[config.mk]
export PLATFORM = sky130hd
export DESIGN_NAME = fault_injector
export DESIGN_NICKNAME = d
export VERILOG_FILES = /design/src/rtl/fault_injector.sv
export SDC_FILE = /design/constraint.sdc
export NUM_CORES = 1
export LEC_CHECK = 0
export ABC_CLOCK_PERIOD_IN_PS = 4100
export CAP_MARGIN = 20
export CORE_ASPECT_RATIO = 1.2
export CORE_MARGIN = 4
export CORE_UTILIZATION = 35
export DETAILED_ROUTE_END_ITERATION = 7
export PLACE_DENSITY_LB_ADDON = 0.25
export REMOVE_ABC_BUFFERS = 1
export SLEW_MARGIN = 25
export SYNTH_ARGS = -nofsm -noshare
export SYNTH_HDL_FRONTEND = slang
export SYNTH_SLANG_ARGS = --single-unit
[constraint.sdc]
create_clock -name clk_i -period 4.1 [get_ports clk_i]
set_clock_uncertainty 0.1 [all_clocks]
set_input_delay 0.82 -clock clk_i [delete_from_list [all_inputs] [get_ports clk_i]]
set_output_delay 0.82 -clock clk_i [all_outputs]
set_load 0.02 [all_outputs]
[src/rtl/fault_injector.sv]
// rtl/fault_injector.sv - instruction-fetch fault injector with detection scoreboard
// Optional feature: define FI_MULTI_BIT_EN for double-bit flips.
module fault_injector #(
    parameter int          MAX_INJ    = 10,
    parameter int          THRESH     = 36,
    parameter logic [31:0] ADDR_LIMIT = 32'h100,
    parameter int          TIMEOUT    = 16,
    parameter logic [31:0] SEED       = 32'hACE1_2024
) (
    input  logic        clk_i,
    input  logic        rst_ni,
    input  logic        enable_i,
    input  logic        rvalid_i,
    input  logic [31:0] addr_i,
    input  logic [31:0] rdata_i,
    output logic [31:0] rdata_o,
    input  logic        error_i,
    output logic        inj_active_o,
    output logic [7:0]  inj_count_o,
    output logic [7:0]  det_count_o,
    output logic [7:0]  miss_count_o,
    output logic        done_o
);

    typedef enum logic [1:0] {
        IDLE,
        ARMED,
        WAIT_DET,
        DONE
    } state_e;

    localparam logic [31:0] LFSR_TAPS = 32'h8020_0003;
    localparam logic [31:0] THRESH_W  = 32'(THRESH);
    localparam logic [31:0] MAX_W     = 32'(MAX_INJ);
    localparam logic [31:0] TIMEOUT_W = 32'(TIMEOUT);

    state_e      state_q;
    logic [31:0] lfsr_q;
    logic [31:0] lfsr_d;
    logic [31:0] tmr_q;
    logic [7:0]  inj_cnt_q;
    logic [7:0]  det_cnt_q;
    logic [7:0]  miss_cnt_q;
    logic        done_q;
    logic        inject;
    logic [31:0] mask;

    function automatic logic [7:0] sat_inc(input logic [7:0] v);
        return (v == 8'hFF) ? v : v + 8'd1;
    endfunction

    // Galois LFSR next value: shift right, fold taps in when the low bit falls out
    always_comb begin
        lfsr_d = {1'b0, lfsr_q[31:1]} ^ (lfsr_q[0] ? LFSR_TAPS : 32'd0);
    end

    // Inject decision and corruption mask, both taken from the registered LFSR.
    // enable_i gates injection so a dropping arm request never corrupts a beat.
    always_comb begin
        inject = (state_q == ARMED) && enable_i && rvalid_i &&
                 (addr_i < ADDR_LIMIT) &&
                 ({24'd0, lfsr_q[7:0]} < THRESH_W) &&
                 ({24'd0, inj_cnt_q} < MAX_W);
        mask = 32'd1 << lfsr_q[12:8];
`ifdef FI_MULTI_BIT_EN
        mask = mask | (32'd1 << lfsr_q[17:13]);
`endif
    end

    // Zero-latency data path to the replica core
    always_comb begin
        rdata_o = inject ? (rdata_i ^ mask) : rdata_i;
    end

    assign inj_active_o = inject;
    assign inj_count_o  = inj_cnt_q;
    assign det_count_o  = det_cnt_q;
    assign miss_count_o = miss_cnt_q;
    assign done_o       = done_q;

    // Campaign FSM with its counters; enable_i low aborts to IDLE from anywhere
    always_ff @(posedge clk_i or negedge rst_ni) begin
        if (!rst_ni) begin
            state_q    <= IDLE;
            lfsr_q     <= SEED;
            tmr_q      <= 32'd0;
            inj_cnt_q  <= 8'd0;
            det_cnt_q  <= 8'd0;
            miss_cnt_q <= 8'd0;
            done_q     <= 1'b0;
        end else begin
            lfsr_q <= lfsr_d;
            if (!enable_i) begin
                state_q <= IDLE;
                done_q  <= 1'b0;
            end else begin
                case (state_q)
                    IDLE: begin
                        state_q    <= ARMED;
                        inj_cnt_q  <= 8'd0;
                        det_cnt_q  <= 8'd0;
                        miss_cnt_q <= 8'd0;
                        done_q     <= 1'b0;
                    end
                    ARMED: begin
                        if (inject) begin
                            inj_cnt_q <= sat_inc(inj_cnt_q);
                            tmr_q     <= TIMEOUT_W;
                            state_q   <= WAIT_DET;
                        end
                    end
                    WAIT_DET: begin
                        // Detection wins over expiry when both land in the same cycle
                        if (error_i || (tmr_q <= 32'd1)) begin
                            if (error_i) begin
                                det_cnt_q <= sat_inc(det_cnt_q);
                            end else begin
                                miss_cnt_q <= sat_inc(miss_cnt_q);
                            end
                            if ({24'd0, inj_cnt_q} == MAX_W) begin
                                state_q <= DONE;
                                done_q  <= 1'b1;
                            end else begin
                                state_q <= ARMED;
                            end
                        end else begin
                            tmr_q <= tmr_q - 32'd1;
                        end
                    end
                    DONE: begin
                        done_q <= 1'b1;
                    end
                    default: begin
                        state_q <= IDLE;
                    end
                endcase
            end
        end
    end

endmodule

==> metrics.csv <==
stage,metric,value,unit
worst_setup_path,r2r_end,tmr_q[31]$_DFFE_PN0P_,
placed_design,post_dp_cell_area,6340,um2
timing,tightest_slew,0.885,ns
worst_setup_path,crit_type,input port to output pin,
timing,setup_viol,0,
grt,grt-busiest-layer,met2,
clock_network,clkLatencyLatePin,0.35,ns
final_layout,n_antenna_cell,0,
drt,drt_iter0_drc,226,
status,status,"complete, no violations",
final_layout,mostFrequentLayoutCell,clkdlybuf4s50_1,
worst_setup_path,cp.arrival,3.00,ns
final_layout,syn2layout_area_growth,35.2,%
grt,grt_usage,16.5,%
grt,met2_usage,28.9,%
die,start_util,36.2,%
timing,rsz0062_at_grt,no,
clock_network,post-cts-setup-buffer-count,0,
clock_network,cts.clk_slew.worst_paths,0.07,ns
timing,setup_ws,0.176,ns
timing,hold_viol,0,
final_layout,nets,720,
power_and_ir_drop,ir_worst_vdd,0.000186,V
clock_network,cts_buffers,9,
drt,via_per_inst,5.31,
clock_network,cts_buffer_depth,2,
drt,drc,0,
final_layout,layout_common_cells,"clkdlybuf4s50_1, dfrtp_1, nand2_1, xnor2_1, nand3_1",
die,rows,46,
die,coreArea,13400,um2
synthesis,synth_edf_count,0,
final_layout,drive_above_1_share,15.2,%
placed_design,post-place-ws,-0.481,ns
worst_setup_path,reg2reg_depth,7,
grt,grt_pass1_wl,20900,um
worst_hold_path,hold_class,flop to flop,
synthesis,syn_avg_cell_area,9.60,um2
synthesis,synthArstFlopShare,100,%
synthesis,ys_seq_elements,91,
die,num_io_pins,127,
drt,vias,4324,
job,max_cap_violations,0,
worst_hold_path,min_delay_path_depth,0,
worst_setup_path,rrSetupSlack,0.86,ns
drt,drtAntennaViolNets,0,
timing,slew_viol_final,0,
grt,grt_max_degree,71,
clock_network,htreeDepth,3,
grt,antenna_found_initial,0,
worst_hold_path,min_from,lfsr_q[14]$_DFF_PN0_,
placed_design,dp_hpwl,9390,um
die,die_w,116,um
timing,fmax,0.255,GHz
grt,grt_pass1_vias,4334,
grt,met3_usage,4.11,%
synthesis,synthFlopType,dfrtp_1,
grt,grt_use_met1,19.6,%
synthesis,synth_cells,506,
synthesis,synth_seq_area_share,47.2,%
timing,period_needed,3.92,ns
drt,drt-pass1-iter-count,4,
worst_hold_path,hold_end,lfsr_q[13]$_DFF_PN1_,
drt,drt-total-wl,12900,um
clock_network,holdBufCountCts,0,
timing,min_period_over_period,95.7,%
grt,overflow,0,
worst_setup_path,endpoint_kind,output pin,
synthesis,syn_area,4860,um2
drt,drt-wirelength-per-cell,15.8,um
power_and_ir_drop,powerDensity,291,nW/um2
worst_setup_path,cp-start-kind,input port,
die,dieArea,15800,um2
clock_network,cts-root-buf,clkbuf_16,
clock_network,clock_sinks,91,
synthesis,synth-warning-count,0,
placed_design,io_buffers,118,
worst_setup_path,r2r-start,tmr_q[16]$_DFFE_PN0P_,
placed_design,numPlacedInstances,798,
worst_setup_path,cp_max_fo,8,
final_layout,fin_area,6570,um2
power_and_ir_drop,leakagePower,2.81,nW
timing,relSlewSlack,41.0,%
synthesis,ys_types,58,
clock_network,cts_tree,built,
final_layout,fillers,1286,
final_layout,instances_no_fill,814,
die,die_h,137,um
worst_setup_path,cp.required,3.18,ns
placed_design,place_congestion,0.834,
[report_power, final]
part           switching (mW)  leakage [nW]  internal, mW
registers             0.00206          1.18         0.900
logic                  0.0913          1.48        0.0919
clock network           0.392         0.148         0.433
[repair_timing]
action / CTS / global route
pin swaps: 0 / 7
setup endpoints to repair: 32 / 32
resized for setup: 104 / 50
[kinds of logic (layout without fill, tap and decap cells)]
| logic type | after synthesis | after routing | share of synthesized area, % |
|---|---|---|---|
| adder cells (fa/ha/maj) | 10 | 10 | 2.58 |
| AO/OA/AOI/OAI | 90 | 90 | 12.5 |
| flip-flops | 91 | 91 | 47.2 |
| AND/OR/NAND/NOR | 238 | 238 | 26.5 |
| buffers and inverters | 28 | 168 | 2.32 |
| multiplexers | 3 | 3 | 0.644 |
| XOR/XNOR | 46 | 46 | 8.30 |
[cell usage after synthesis, types with 9 or more instances]
master	count	area, um2
nor2_1	30	113
o21ai_0	14	70.1
nand2_1	70	263
inv_1	13	48.8
and2_1	10	62.6
a21oi_1	18	90.1
nand3_1	32	160
or4_1	9	67.6
clkbuf_1	10	37.5
nor4_1	19	119
dfstp_2	11	289
nor3_1	12	60.1
dfrtp_1	80	2000
ha_1	10	125
xnor2_1	40	350
and3_1	9	56.3
nand2b_1	11	68.8
a31oi_1	17	106
[layer usage]
| layer | part of all wire [%] | vias to the layer above |
|---|---|---|
| met5 | 0 | - |
| met4 | 1.7 | 0 |
| met3 | 6.0 | 12 |
| met2 | 49 | 116 |
| met1 | 43 | 2093 |
| li1 | - | 2103 |
[worst max-delay path by stage]
| stage | start | depth (start not counted) | endpoint | slack, ns |
|---|---|---|---|---|
| 2_1_floorplan | addr_i[8] | 6 | rdata_o[16] | 0.40 |
| 3_3_place_gp | addr_i[26] | 9 | rdata_o[6] | -0.47 |
| 3_5_place_dp | addr_i[26] | 9 | rdata_o[0] | -0.48 |
| 4_1_cts | addr_i[26] | 10 | rdata_o[27] | 0.003 |
| 5_1_grt | addr_i[30] | 10 | rdata_o[18] | 0.004 |
| 6_report | addr_i[28] | 9 | rdata_o[0] | 0.18 |
[sequential cells by signal, summed over array words and instances, names as in the netlist]
register / flops
lfsr_q: 32
inj_count_o: 8
tmr_q: 32
miss_count_o: 8
state_q: 2
det_count_o: 8
done_o: 1
[stage by stage]
step           hold WS, ns  power, mW  setup TNS (ns)  utilization, %
2_1_floorplan        0.231      0.983               0               -
3_3_place_gp         0.236       1.11          -12.25            47.3
3_5_place_dp         0.236       1.12          -12.29            47.3
4_1_cts              0.253       1.94               0            49.1
5_1_grt              0.260       1.99               0            49.0
6_report             0.250       1.91               0            49.0
[area by class of cell]
| type | count | area, um2 | share of cell area [%] |
|---|---|---|---|
| multi-input combinational | 387 | 2510 | 38.2 |
| sequential | 91 | 2290 | 34.9 |
| timing repair buffer | 139 | 1200 | 18.3 |
| clock buffer | 9 | 225 | 3.43 |
| tap | 168 | 210 | 3.20 |
| clock inverter | 7 | 78.8 | 1.20 |
| inverter | 13 | 48.8 | 0.743 |
[critical path, stage by stage]
cell,delay [ns]
clkdlybuf4s50_1,0.43
nor4_2,0.27
nand4_1,0.15
or4_4,0.55
nor3_2,0.16
buf_4,0.18
nand2_2,0.08
xnor2_2,0.20
buf_4,0.17
(Power assumes the default switching activity.)
==> RTL change, RTL diff (same settings) <==
Reset style: synchronous (`rst_ni`), changed in one clocked block.
--- a/src/rtl/fault_injector.sv
+++ b/src/rtl/fault_injector.sv
@@ -79,7 +79,7 @@
     assign done_o       = done_q;
 
     // Campaign FSM with its counters; enable_i low aborts to IDLE from anywhere
-    always_ff @(posedge clk_i or negedge rst_ni) begin
+    always_ff @(posedge clk_i) begin
         if (!rst_ni) begin
             state_q    <= IDLE;
             lfsr_q     <= SEED;
Formal check against the unedited RTL: differs if rst_ni is asserted again (counterexample within 4 cycles, from zero or initial values and one cycle with rst_ni low); with rst_ni held inactive, the same outputs for 10 cycles.
==> RTL change against the unedited design <==
Area after synthesis decreased by 6.3%; register-to-register slack improved by 210 ps; sequential cell count is the same; sequential share of layout area down 7.0 points; worst setup slack worse by 48 ps; wire length is 1.2% higher; global-route usage increased by 0.51 points; design area shrank 0.38%; maximum frequency is 1.2% lower; largest cell class unchanged.
Power is not compared: it rests on default switching activity, and its combinational part moved more than twofold at a synthesized area within 25%.
==> RTL change: results (changes against the unedited design) <==
metric;value;unit;change
outcome;finished clean;;
synth-main-ff-cell;dfxtp_1;;
num_antenna_cells;0;;unchanged
wl_per_cell;15.4;µm;-2.4%
placed_cell_area;6090;µm²;-4.0%
met2_usage;30.9;%;+2.0 points
grt_pass1_vias;4249;;-2.0%
grt_use_met1;19.4;%;-0.14 points
pwr-share-clk;39.8;%;
grtUsageMet3;4.62;%;+0.51 points
yosys_warnings;0;;unchanged
ys_seq_area_share;40.1;%;-7.1 points
cts.reportedPaths.clkPinSlew;70;ps;about the same
p_leak;2.57;nW;
synth_edf_count;0;;unchanged
htreeDepth;3;;unchanged
clk-insertion-delay-late;340;ps;
drt-met1-wl;5.53;mm;-0.43%
num_vias;4357;;+0.76%
fin_cells;844;;+3.7%
numPortBuffers;118;;unchanged
worstMarginPinSlew;757;ps;-128 ps
antenna_found_initial;0;;unchanged
clockBufferDepth;2;;unchanged
routabilityCongestion;0.958;;+15%
seqPwrFrac;42.0;%;
cts-buffers-inserted;9;;unchanged
final_nets;755;;+4.9%
grt_pass1_wl;20.9;mm;-0.17%
grt_max_degree;33;;-54%
power.group.top;sequential cells;;
async_reset_ff_share;0;%;-100 points
path_max_fanout;8;;unchanged
fillers;1170;;-9.0%
ys_types;53;;-8.6%
drtPass1Iterations;4;;unchanged
reg.largest.list;lfsr_q (32), tmr_q (32);;
yosys-top-cells-count;dfxtp_1, nand2_1, a21oi_1, xnor2_1, and2_1;;
cts_setup_buffers;1;;+1
initialDrtViolationCount;205;;-9.3%
dr_wl_met2;6.51;mm;+2.7%
synth_area_leaders;dfxtp_1, xnor2_1, nand2_1, and2_1, a21oi_1;;
track_usage;17.0;%;+0.51 points
cts_resized;160;;+54%
worstPathArrival;3050;ps;+50 ps
hold_path.class;register to register;;
ir_drop;0.233;mV;
drcViolationCount;0;;unchanged
drive_gt1_share;17.5;%;+2.3 points
dp_cells;824;;+3.3%
root_buffer;clkbuf_16;;
met3WireLength;781;µm;+1.7%
switching_share;26.7;%;
dp_hpwl;9.90;mm;+5.5%
netlist_instances;529;;+4.5%
topRoutingLayerUsed;met4;;
==> RTL change: cell types whose count changed after synthesis, moves of 10 or more <==
cell,before,now
nand2_1,70,54
dfrtp_1,80,0
or3_1,7,24
o21ai_0,14,24
a21oi_1,18,36
dfstp_2,11,0
a31oi_1,17,1
dfxtp_1,0,91
nand3_1,32,16
and2_1,10,29
==> RTL change: through the flow <==
stage	total power, mW	utilization, %	setup WS [ps]
finish	2.27	51.6	128
global route	2.37	51.6	10.6
CTS	2.29	50.8	1.40
detailed placement	1.39	48.0	-742
global placement	1.38	48.0	-730
floorplan	1.20	-	-127
==> RTL change: cell families after synthesis <==
kind of cell / share of synthesized area, %
AOI/OAI and AO/OA: 15.1
xor gates and xnor gates: 8.28
adders and majority gates: 3.03
buffers and inverters: 3.47
DFF: 40.1
muxes: 0.220
and+or+nand+nor: 29.9
==> RTL change: worst max-delay path, cell delays in order <==
cell and delay (ps):
clkdlybuf4s50_1 450, nor3_2 140, nand2_2 110, or4_4 610
buf_6 170, nor3_4 200, buf_6 130, nand2_1 60
xnor2_1 190, buf_4 160
==> RTL change: layout make-up <==
class / instances / share of cell area [%]
Multi-Input combinational cell: 404 / 41.8
Sequential cell: 91 / 27.9
Timing Repair Buffer: 156 / 21.4
Clock buffer: 10 / 3.65
Tap cell: 164 / 3.14
Clock inverter: 6 / 1.45
Inverter: 13 / 0.746
==> RTL change: path summary, 6_finish.rpt <==
check / slack (ps) / endpoint / cells after the start / from
max: 130 / rdata_o[21] / 10 / addr_i[16]
min: 310 / lfsr_q[27] / 1 / lfsr_q[28]
max reg2reg: 1070 / tmr_q[15] / 9 / state_q[0]
min reg2reg: 310 / lfsr_q[27] / 1 / lfsr_q[28]
